[config.mk]
export PLATFORM = sky130hd
export DESIGN_NAME = rf_port_arbiter
export DESIGN_NICKNAME = d
export VERILOG_FILES = /design/src/rtl/rf_port_arbiter.sv
export SDC_FILE = /design/constraint.sdc
export NUM_CORES = 1
export LEC_CHECK = 0
export CAP_MARGIN = 15
export CORE_AREA = 3 3 108 110
export CTS_BUF_LIST = sky130_fd_sc_hd__clkbuf_8
export DETAILED_ROUTE_END_ITERATION = 8
export DIE_AREA = 0 0 111 113
export HOLD_SLACK_MARGIN = 0.15
export PLACE_DENSITY_LB_ADDON = 0.25
export SYNTH_ARGS = -nofsm -noshare
export SYNTH_HDL_FRONTEND = slang
export SYNTH_SLANG_ARGS = --single-unit
[constraint.sdc]
create_clock -name Clk -period 3 [get_ports Clk]
set_clock_uncertainty 0.15 [all_clocks]
set_input_delay 0.6 -clock Clk [delete_from_list [all_inputs] [get_ports Clk]]
set_output_delay 0.6 -clock Clk [all_outputs]
set_load 0.05 [all_outputs]
[src/rtl/rf_port_arbiter.sv]
`default_nettype none
// ============================================================================
// Module      : rf_port_arbiter
// Description : Round-robin register-file port arbiter for two requesters,
//               with bounded locking. Optional macro RF_ARB_BYPASS_EN
//               forwards same-request write data to the read response.
// Revision    : 1.0 - initial release
// ============================================================================
module rf_port_arbiter #(
    parameter int REG_WIDTH = 32,
    parameter int REG_DEPTH = 32,
    parameter int MAX_LOCK  = 4,
    localparam int AW = $clog2(REG_DEPTH)
) (
    input  logic                 Clk,
    input  logic                 Rst,
    input  logic [1:0]           req_valid,
    output logic [1:0]           req_ready,
    input  logic [1:0]           req_lock,
    input  logic [1:0]           req_we,
    input  logic [AW-1:0]        req_rs1_0,
    input  logic [AW-1:0]        req_rs1_1,
    input  logic [AW-1:0]        req_rs2_0,
    input  logic [AW-1:0]        req_rs2_1,
    input  logic [AW-1:0]        req_rd_0,
    input  logic [AW-1:0]        req_rd_1,
    input  logic [REG_WIDTH-1:0] req_wdata_0,
    input  logic [REG_WIDTH-1:0] req_wdata_1,
    output logic [1:0]           rsp_valid,
    output logic [REG_WIDTH-1:0] rsp_rd1,
    output logic [REG_WIDTH-1:0] rsp_rd2,
    output logic [AW-1:0]        rf_addr1,
    output logic [AW-1:0]        rf_addr2,
    output logic [AW-1:0]        rf_addr3,
    output logic                 rf_regwrite,
    output logic [REG_WIDTH-1:0] rf_wdata,
    input  logic [REG_WIDTH-1:0] rf_rd1,
    input  logic [REG_WIDTH-1:0] rf_rd2
);

    localparam logic [3:0] c_MAX_LOCK = 4'(MAX_LOCK);

    logic       r_prio;
    logic       r_last_id;
    logic       r_lock_hold;
    logic [3:0] r_lock_cnt;
    logic       r_rsp_pend;
    logic       r_rsp_id;

    logic       w_grant;
    logic       w_win;
    logic       w_other;
    logic       w_cap;
    logic       w_same;
    logic       w_rsp_live;

    assign w_other = ~r_last_id;
    assign w_cap   = r_lock_hold && (r_lock_cnt >= c_MAX_LOCK);
    // A streak continues only if the previous cycle granted the same requester.
    assign w_same  = r_rsp_pend && (w_win == r_last_id);

    always_comb begin
        w_grant = 1'b0;
        w_win   = 1'b0;
        if (!Rst && (|req_valid)) begin
            w_grant = 1'b1;
            if (r_lock_hold && req_valid[r_last_id] && !w_cap) begin
                w_win = r_last_id;
            end else if (w_cap) begin
                w_win = req_valid[w_other] ? w_other : r_last_id;
            end else if (req_valid[r_prio]) begin
                w_win = r_prio;
            end else begin
                w_win = ~r_prio;
            end
        end
    end

    always_comb begin
        req_ready   = 2'b00;
        rf_addr1    = '0;
        rf_addr2    = '0;
        rf_addr3    = '0;
        rf_regwrite = 1'b0;
        rf_wdata    = '0;
        if (w_grant) begin
            req_ready[w_win] = 1'b1;
            rf_addr1    = w_win ? req_rs1_1   : req_rs1_0;
            rf_addr2    = w_win ? req_rs2_1   : req_rs2_0;
            rf_addr3    = w_win ? req_rd_1    : req_rd_0;
            rf_wdata    = w_win ? req_wdata_1 : req_wdata_0;
            rf_regwrite = req_we[w_win];
        end
    end

    always_ff @(posedge Clk) begin
        if (Rst) begin
            r_prio      <= 1'b0;
            r_last_id   <= 1'b0;
            r_lock_hold <= 1'b0;
            r_lock_cnt  <= 4'd0;
            r_rsp_pend  <= 1'b0;
            r_rsp_id    <= 1'b0;
        end else begin
            r_rsp_pend <= w_grant;
            r_rsp_id   <= w_win;
            if (w_grant) begin
                r_last_id   <= w_win;
                r_lock_hold <= req_lock[w_win];
                if (!req_lock[w_win]) begin
                    r_prio <= ~w_win;
                end
                if (w_same && !w_cap) begin
                    r_lock_cnt <= (r_lock_cnt == 4'hF) ? 4'hF : r_lock_cnt + 4'd1;
                end else begin
                    r_lock_cnt <= 4'd1;
                end
            end else begin
                r_lock_hold <= 1'b0;
                r_lock_cnt  <= 4'd0;
            end
        end
    end

    assign w_rsp_live = r_rsp_pend && !Rst;

    always_comb begin
        rsp_valid = 2'b00;
        if (w_rsp_live) begin
            rsp_valid[r_rsp_id] = 1'b1;
        end
    end

`ifdef RF_ARB_BYPASS_EN
    logic                 r_byp1;
    logic                 r_byp2;
    logic [REG_WIDTH-1:0] r_byp_wdata;
    logic                 w_wr_live;

    assign w_wr_live = rf_regwrite && (rf_addr3 != '0);

    always_ff @(posedge Clk) begin
        if (Rst) begin
            r_byp1      <= 1'b0;
            r_byp2      <= 1'b0;
            r_byp_wdata <= '0;
        end else begin
            r_byp1      <= w_wr_live && (rf_addr1 == rf_addr3);
            r_byp2      <= w_wr_live && (rf_addr2 == rf_addr3);
            r_byp_wdata <= rf_wdata;
        end
    end

    assign rsp_rd1 = !w_rsp_live ? '0 : (r_byp1 ? r_byp_wdata : rf_rd1);
    assign rsp_rd2 = !w_rsp_live ? '0 : (r_byp2 ? r_byp_wdata : rf_rd2);
`else
    assign rsp_rd1 = w_rsp_live ? rf_rd1 : '0;
    assign rsp_rd2 = w_rsp_live ? rf_rd2 : '0;
`endif

endmodule
`default_nettype wire

==> results.md, run 1 <==
- Status: completed
- Setup violations, final: 0
- Mapped Nets: 349
- Number of global-route vias before repair: 2790
- CTS Buf Count: 3
- Clock slew at reported path FFs: 0.04 ns
- Setup WS pre-CTS: -0.3616 ns
- Post-route ant nets: 0
- Synth warn: 0
- Finished Layout Cells: 614
- Die Y: 113 µm
- Fin. Hold Viols: 0
- Placed insts: 602
- Initial drt markers: 92
- Final cycle utilization of the critical path: 98.94%
- Post-synth EDFFs: 0
- Worst VDD drop: 0.0001900 V
- Max FO, Critical Path: 7
- GPL Wtd Cong: 0.7855
- Die area: 12540 µm²
- Minimum clock period: 2.968 ns
- Core area: 10790 µm²
- Hold crit path type: reg -> reg
- Worst r2r src: r_last_id
- Hold path start: r_prio
- DP Area: 5640 µm²
- Final Hold Slack: 0.3722 ns
- Yosys top cell area share: 29.92%
- # rows: 38
- Post-synth top cells: and2_1, a22o_1, dfxtp_1, clkbuf_1, nor2_1
- Vias: 2602
- Sink Count: 9
- Leakage: 2.500 nW
- # Max-Cap Violations: 0
- DR WL/cell: 17.18 µm
- Top Ports: 282
- Asr flop ratio synth: 0%
- Layout cells sized above 1: 38.82%
- Design area: 6055 µm²
- Primary FF master, synth: dfxtp_1
- Post-synthesis sequential area ratio: 12.82%
- CTS tree: yes
- Routed wire length: 10550 µm
- Crit Path Class: in -> out
- Diode count: 0
- Min setup slack post-route: 0.03182 ns
- Gr ovfl total: 0
- Worst EP required: 2.25 ns
- H-tree Lvls: 1
- Initial core utilization: 13.02%
- Pin count of the biggest net entering global routing: 67
- Unrepaired setup endpoints after global routing: true
- Synth unique cells: 33
- R2R Setup Slk: 0.87 ns
- Critical path arrival: 2.22 ns
- FMAX: 336.9 MHz
- Reg2reg end: r_lock_cnt[1]
- Final Net Count: 642
- Area leader, netlist: a22o_1
- Reg2reg path depth: 8
- Antenna violations before repair: 0
- First-pass GRT wire length: 15440 µm
- Total track usage: 15.48%
- Max-slew violation count: 0
- PD cells: 278.5 nW/µm²
- Synth Cell Area: 1405 µm²
- Port Buffers: 281
- Setup TNS: 0 ns
- Hold depth: 2
- Syn Area/Cell: 7.720 µm²
- Worst setup SP type: primary input
- Worst Setup End Kind: output pin
- Min-Delay Endpoint: r_prio
- Area contributors post-synth: a22o_1, and2_1, dfxtp_1
- Area growth syn-to-layout: 330.9%
- FF+latch count, synth: 9
- TritonRoute pass-1 iters: 4
- Most frequent cell after synthesis: and2_1
- Clk Latency, worst-skew pair: 0.24 ns
- HPWL Detailed: 8504 µm
- Die width: 111 µm
- Measured slew at the worst slew-check pin: 0.3702 ns
- Post-Synthesis Cells: 182
- Post-route DRC: 0
- Worst rel slew slack: 75.24%
- Drt via density: 4.238
- Max clock buf depth: 2
- CTS Root Cell: clkbuf_8
critical path, stage by stage:
cell and delay [ns]:
buf_6 0.09, buf_4 0.14, a211oi_2 0.20, buf_4 0.14
o31ai_4 0.07, and2_4 0.18, buf_8 0.14, buf_16 0.14
buf_8 0.13, a22o_4 0.23, buf_12 0.14
through the flow:
step	power, mW	utilization (%)
2_1_floorplan	0.6922	-
3_3_place_gp	1.439	52.26
3_5_place_dp	1.448	52.26
4_1_cts	1.678	55.17
5_1_grt	1.744	56.10
6_report	1.686	56.10
metal layers:
layer / share of wire [%] / track usage [%]
met1: 33 / 15.11
met2: 56 / 31.80
met3: 9.5 / 4.439
met4: 1.6 / 3.530
met5: 0 / 0
flip-flops by register name, summed over array words and instances, names as in the netlist:
register,cells
r_rsp_pend,1
r_rsp_id,1
r_lock_hold,1
r_prio,1
r_last_id,1
r_lock_cnt,4
what timing repair did:
action	CTS	global route
hold endpoints to repair	0	0
gates cloned	4	0
endpoints found under the setup margin	50	49
gates resized for setup	38	12
pin swaps	8	5
hold buffers	0	0
setup buffers	5	0
cell families (layout without fill, tap and decap cells):
logic type / after synthesis / in the layout / synth area share [%]
AND/OR/NAND/NOR: 89 / 89 / 38.47
AO/OA/AOI/OAI: 58 / 58 / 36.33
buffers and inverters: 21 / 313 / 8.637
flip-flops: 9 / 9 / 12.82
multiplexers: 3 / 3 / 2.226
adder cells (fa/ha/maj): 1 / 1 / 0.8903
XOR/XNOR: 1 / 1 / 0.6234
cell usage in the layout, fill, tap and decap left out, drive strengths merged, types with 2 or more instances in the layout:
master	count
buf	143
inv	3
nand2b	3
nor2	6
nor4	2
mux2i	2
nor2b	2
clkbuf	3
dfxtp	9
a22o	48
nand2	4
clkdlybuf4s50	162
and2	66
nand3	2
and3	2
o21ai	4
power by group:
part / total, mW / switching [mW] / internal (mW)
sequential: 0.135 / 0.00671 / 0.129
combinational: 1.41 / 0.645 / 0.765
clock: 0.140 / 0.0507 / 0.0893
total: 1.69 / 0.702 / 0.984
final cells by class:
class                      count  area [µm²]
multi-input combinational    152        1334
sequential                     9       180.2
inverter                       3       12.51
tap                          140       175.2
timing repair buffer         306        4308
clock inverter                 1       3.754
clock buffer                   3       41.29
fill                         874        4738
worst max-delay path by stage:
| stage | start | to | cells past startpoint |
|---|---|---|---|
| finish | req_valid[0] | rf_wdata[11] | 11 |
| global route | req_valid[0] | rf_wdata[1] | 9 |
| CTS | req_valid[0] | rf_wdata[16] | 10 |
| detailed placement | req_valid[1] | rf_wdata[5] | 8 |
| global placement | req_valid[1] | rf_wdata[24] | 8 |
| floorplan | req_valid[1] | rf_addr1[2] | 7 |
(Power assumes the default switching activity.)
==> run 2: changes to the inputs <==
CORE_AREA = 3 3 109 111   (was 3 3 108 110)
DIE_AREA = 0 0 112 114   (was 0 0 111 113)
DONT_BUFFER_PORTS = 1   (was default)
==> results.md, run 2 (same netlist as run 1, synthesis figures left out) <==
- CTS tree: yes
- HPWL Detailed: 5750 µm
- Routed wire length: 8107 µm
- Worst setup SP type: register
- Commonest non-fill, non-tap cell in the layout: and2_1
- Setup violations, final: 0
- Fillers: 1098
- Port Buffers: 0
- Reg power frac: 10.5%
- Final Net Count: 418
- Total track usage: 9.516%
- Drt via density: 4.482
- Die Y: 114 µm
- Min setup slack post-route: 0.02770 ns
- Area growth syn-to-layout: 120.3%
- Die area: 12770 µm²
- Area of the multi-input gates: 1435 µm²
- Final cycle utilization of the critical path: 99.08%
- H-tree Lvls: 1
- First-pass GRT wire length: 9563 µm
- Sw Pwr: 0.6447 mW
- DR WL/cell: 20.79 µm
- Largest register FFs: 4
- Top Ports: 282
- Initial core utilization: 12.91%
- CTS Buf Count: 3
- Die width: 112 µm
- Setup WS pre-CTS: -0.2129 ns
- GPL Wtd Cong: 0.7183
- Number of global-route vias before repair: 1839
- Critical path arrival: 2.22 ns
- Unrepaired setup endpoints after global routing: true
- Post-route DRC: 0
- Internal Power: 0.6586 mW
- TritonRoute pass-1 iters: 4
- Fin. Hold Viols: 0
- Max FO, Critical Path: 7
- Core area: 10890 µm²
- Sequential Area: 183.9 µm²
- Most frequent cells in the layout: and2_1, buf_12, a22o_4, buf_4, a22o_1
- Util after Layout: 28.43%
- Diode count: 0
- CP Cell Sequence: mux2_4, and3_4, o31ai_4, buf_4, and2_4, clkbuf_16, a22o_1, buf_12
- Clock slew at reported path FFs: 0.04 ns
- Measured slew at the worst slew-check pin: 0.5553 ns
- Gr ovfl total: 0
- Initial drt markers: 41
- Clk pwr share: 10.6%
- Clk Latency, worst-skew pair: 0.24 ns
- Comb pwr share: 78.9%
- Max clock buf depth: 2
- Worst rel slew slack: 63.24%
- Met2 Usage GRT: 17.99%
- Status: completed
- Hold crit path type: reg -> reg
- Sink Count: 9
- Layout cells sized above 1: 52.00%
- Antenna violations before repair: 0
- Met3 usage: 1.432%
- Worst Setup End Kind: output pin
- # Max-Cap Violations: 0
- Max-slew violation count: 0
- Pin count of the biggest net entering global routing: 67
- Worst EP required: 2.25 ns
- CP bufs+invs: 3
- Minimum clock period: 2.972 ns
- Family with the most delay on the worst path: buffers and inverters
- CTS Root Cell: clkbuf_8
- Vias: 1748
- Most Crowded Layer GR: met2
- Crit Path Class: reg -> out
- Largest reg by FF count: r_lock_cnt
- Switching part of the total: 49.47%
- Leakage: 1.324 nW
- FMAX: 336.4 MHz
- Met1 Usage GRT: 10.84%
- CP max-delay cell: dfxtp_4
- Worst VDD drop: 0.0001885 V
- PD cells: 421.1 nW/µm²
- Crit path largest cell delay: 0.36 ns
- Post-route ant nets: 0
- # rows: 38
==> run 2: changes by cell type in the layout (fill, tap and decap cells not counted), sizes merged <==
cell	delta
clkdlybuf4s50	-162
buf	-67
nor2	+4
clkbuf	+2
dlygate4sd2	-1
==> run 2: what timing repair did <==
action | in CTS | in global routing
endpoints found under the setup margin | 49 | 48
pin swaps | 4 | 5
gates cloned | 3 | 5
hold buffers | 0 | 0
setup buffers | 1 | 3
gates resized for setup | 6 | 36
==> run 2: final timing paths <==
kind / slack [ns] / startpoint / cells after the start / endpoint
hold reg to reg: 0.35 / r_prio / 2 / r_prio
hold / removal: 0.35 / r_prio / 2 / r_prio
setup / recovery: 0.03 / r_last_id / 8 / rf_addr3[2]
setup reg to reg: 0.81 / r_lock_cnt[2] / 8 / r_lock_cnt[1]
==> run 2: power by group through the flow <==
| stage | clock network [mW] | registers [mW] | logic, mW |
|---|---|---|---|
| 6_report | 0.138 | 0.137 | 1.03 |
| 5_1_grt | 0.149 | 0.139 | 1.06 |
| 2_1_floorplan | 0 | 0.136 | 0.556 |
| 4_1_cts | 0.142 | 0.136 | 0.934 |
| 3_3_place_gp | 0 | 0.138 | 0.902 |
| 3_5_place_dp | 0 | 0.138 | 0.906 |
==> run 2: final cells by class <==
| type | count | area share, % |
|---|---|---|
| Clock inverter | 1 | 0.1213 |
| Timing Repair Buffer | 78 | 40.22 |
| Multi-Input combinational cell | 156 | 46.36 |
| Clock buffer | 3 | 1.334 |
| Inverter | 3 | 0.3638 |
| Sequential cell | 9 | 5.942 |
| Tap cell | 140 | 5.659 |
==> run 2: layer usage <==
metal | up-vias | wire length (µm)
met2 | 175 | 4447
li1 | 799 | -
met1 | 769 | 2800
met5 | - | 0
met3 | 5 | 763
met4 | 0 | 95
==> run 2: metrics by stage <==
stage	instance area (µm²)	power (mW)	setup TNS, ns	instances	hold slack, ns
after floorplan	1415	0.6922	0	182	0.3104
after detailed placement	2610	1.044	-8.958	374	0.3457
final	3095	1.303	0	390	0.3540
after global routing	3095	1.350	-0.4995	390	0.4157
after CTS	2708	1.212	-0.002600	382	0.3542
after global placement	2610	1.040	-6.982	374	0.3413
==> run 2: worst min-delay path, delay by kind of cell, from the launching register on <==
family,cells,cell delay [ns]
flops,1,0.32
simple gates,1,0.08
compound gates,1,0.06
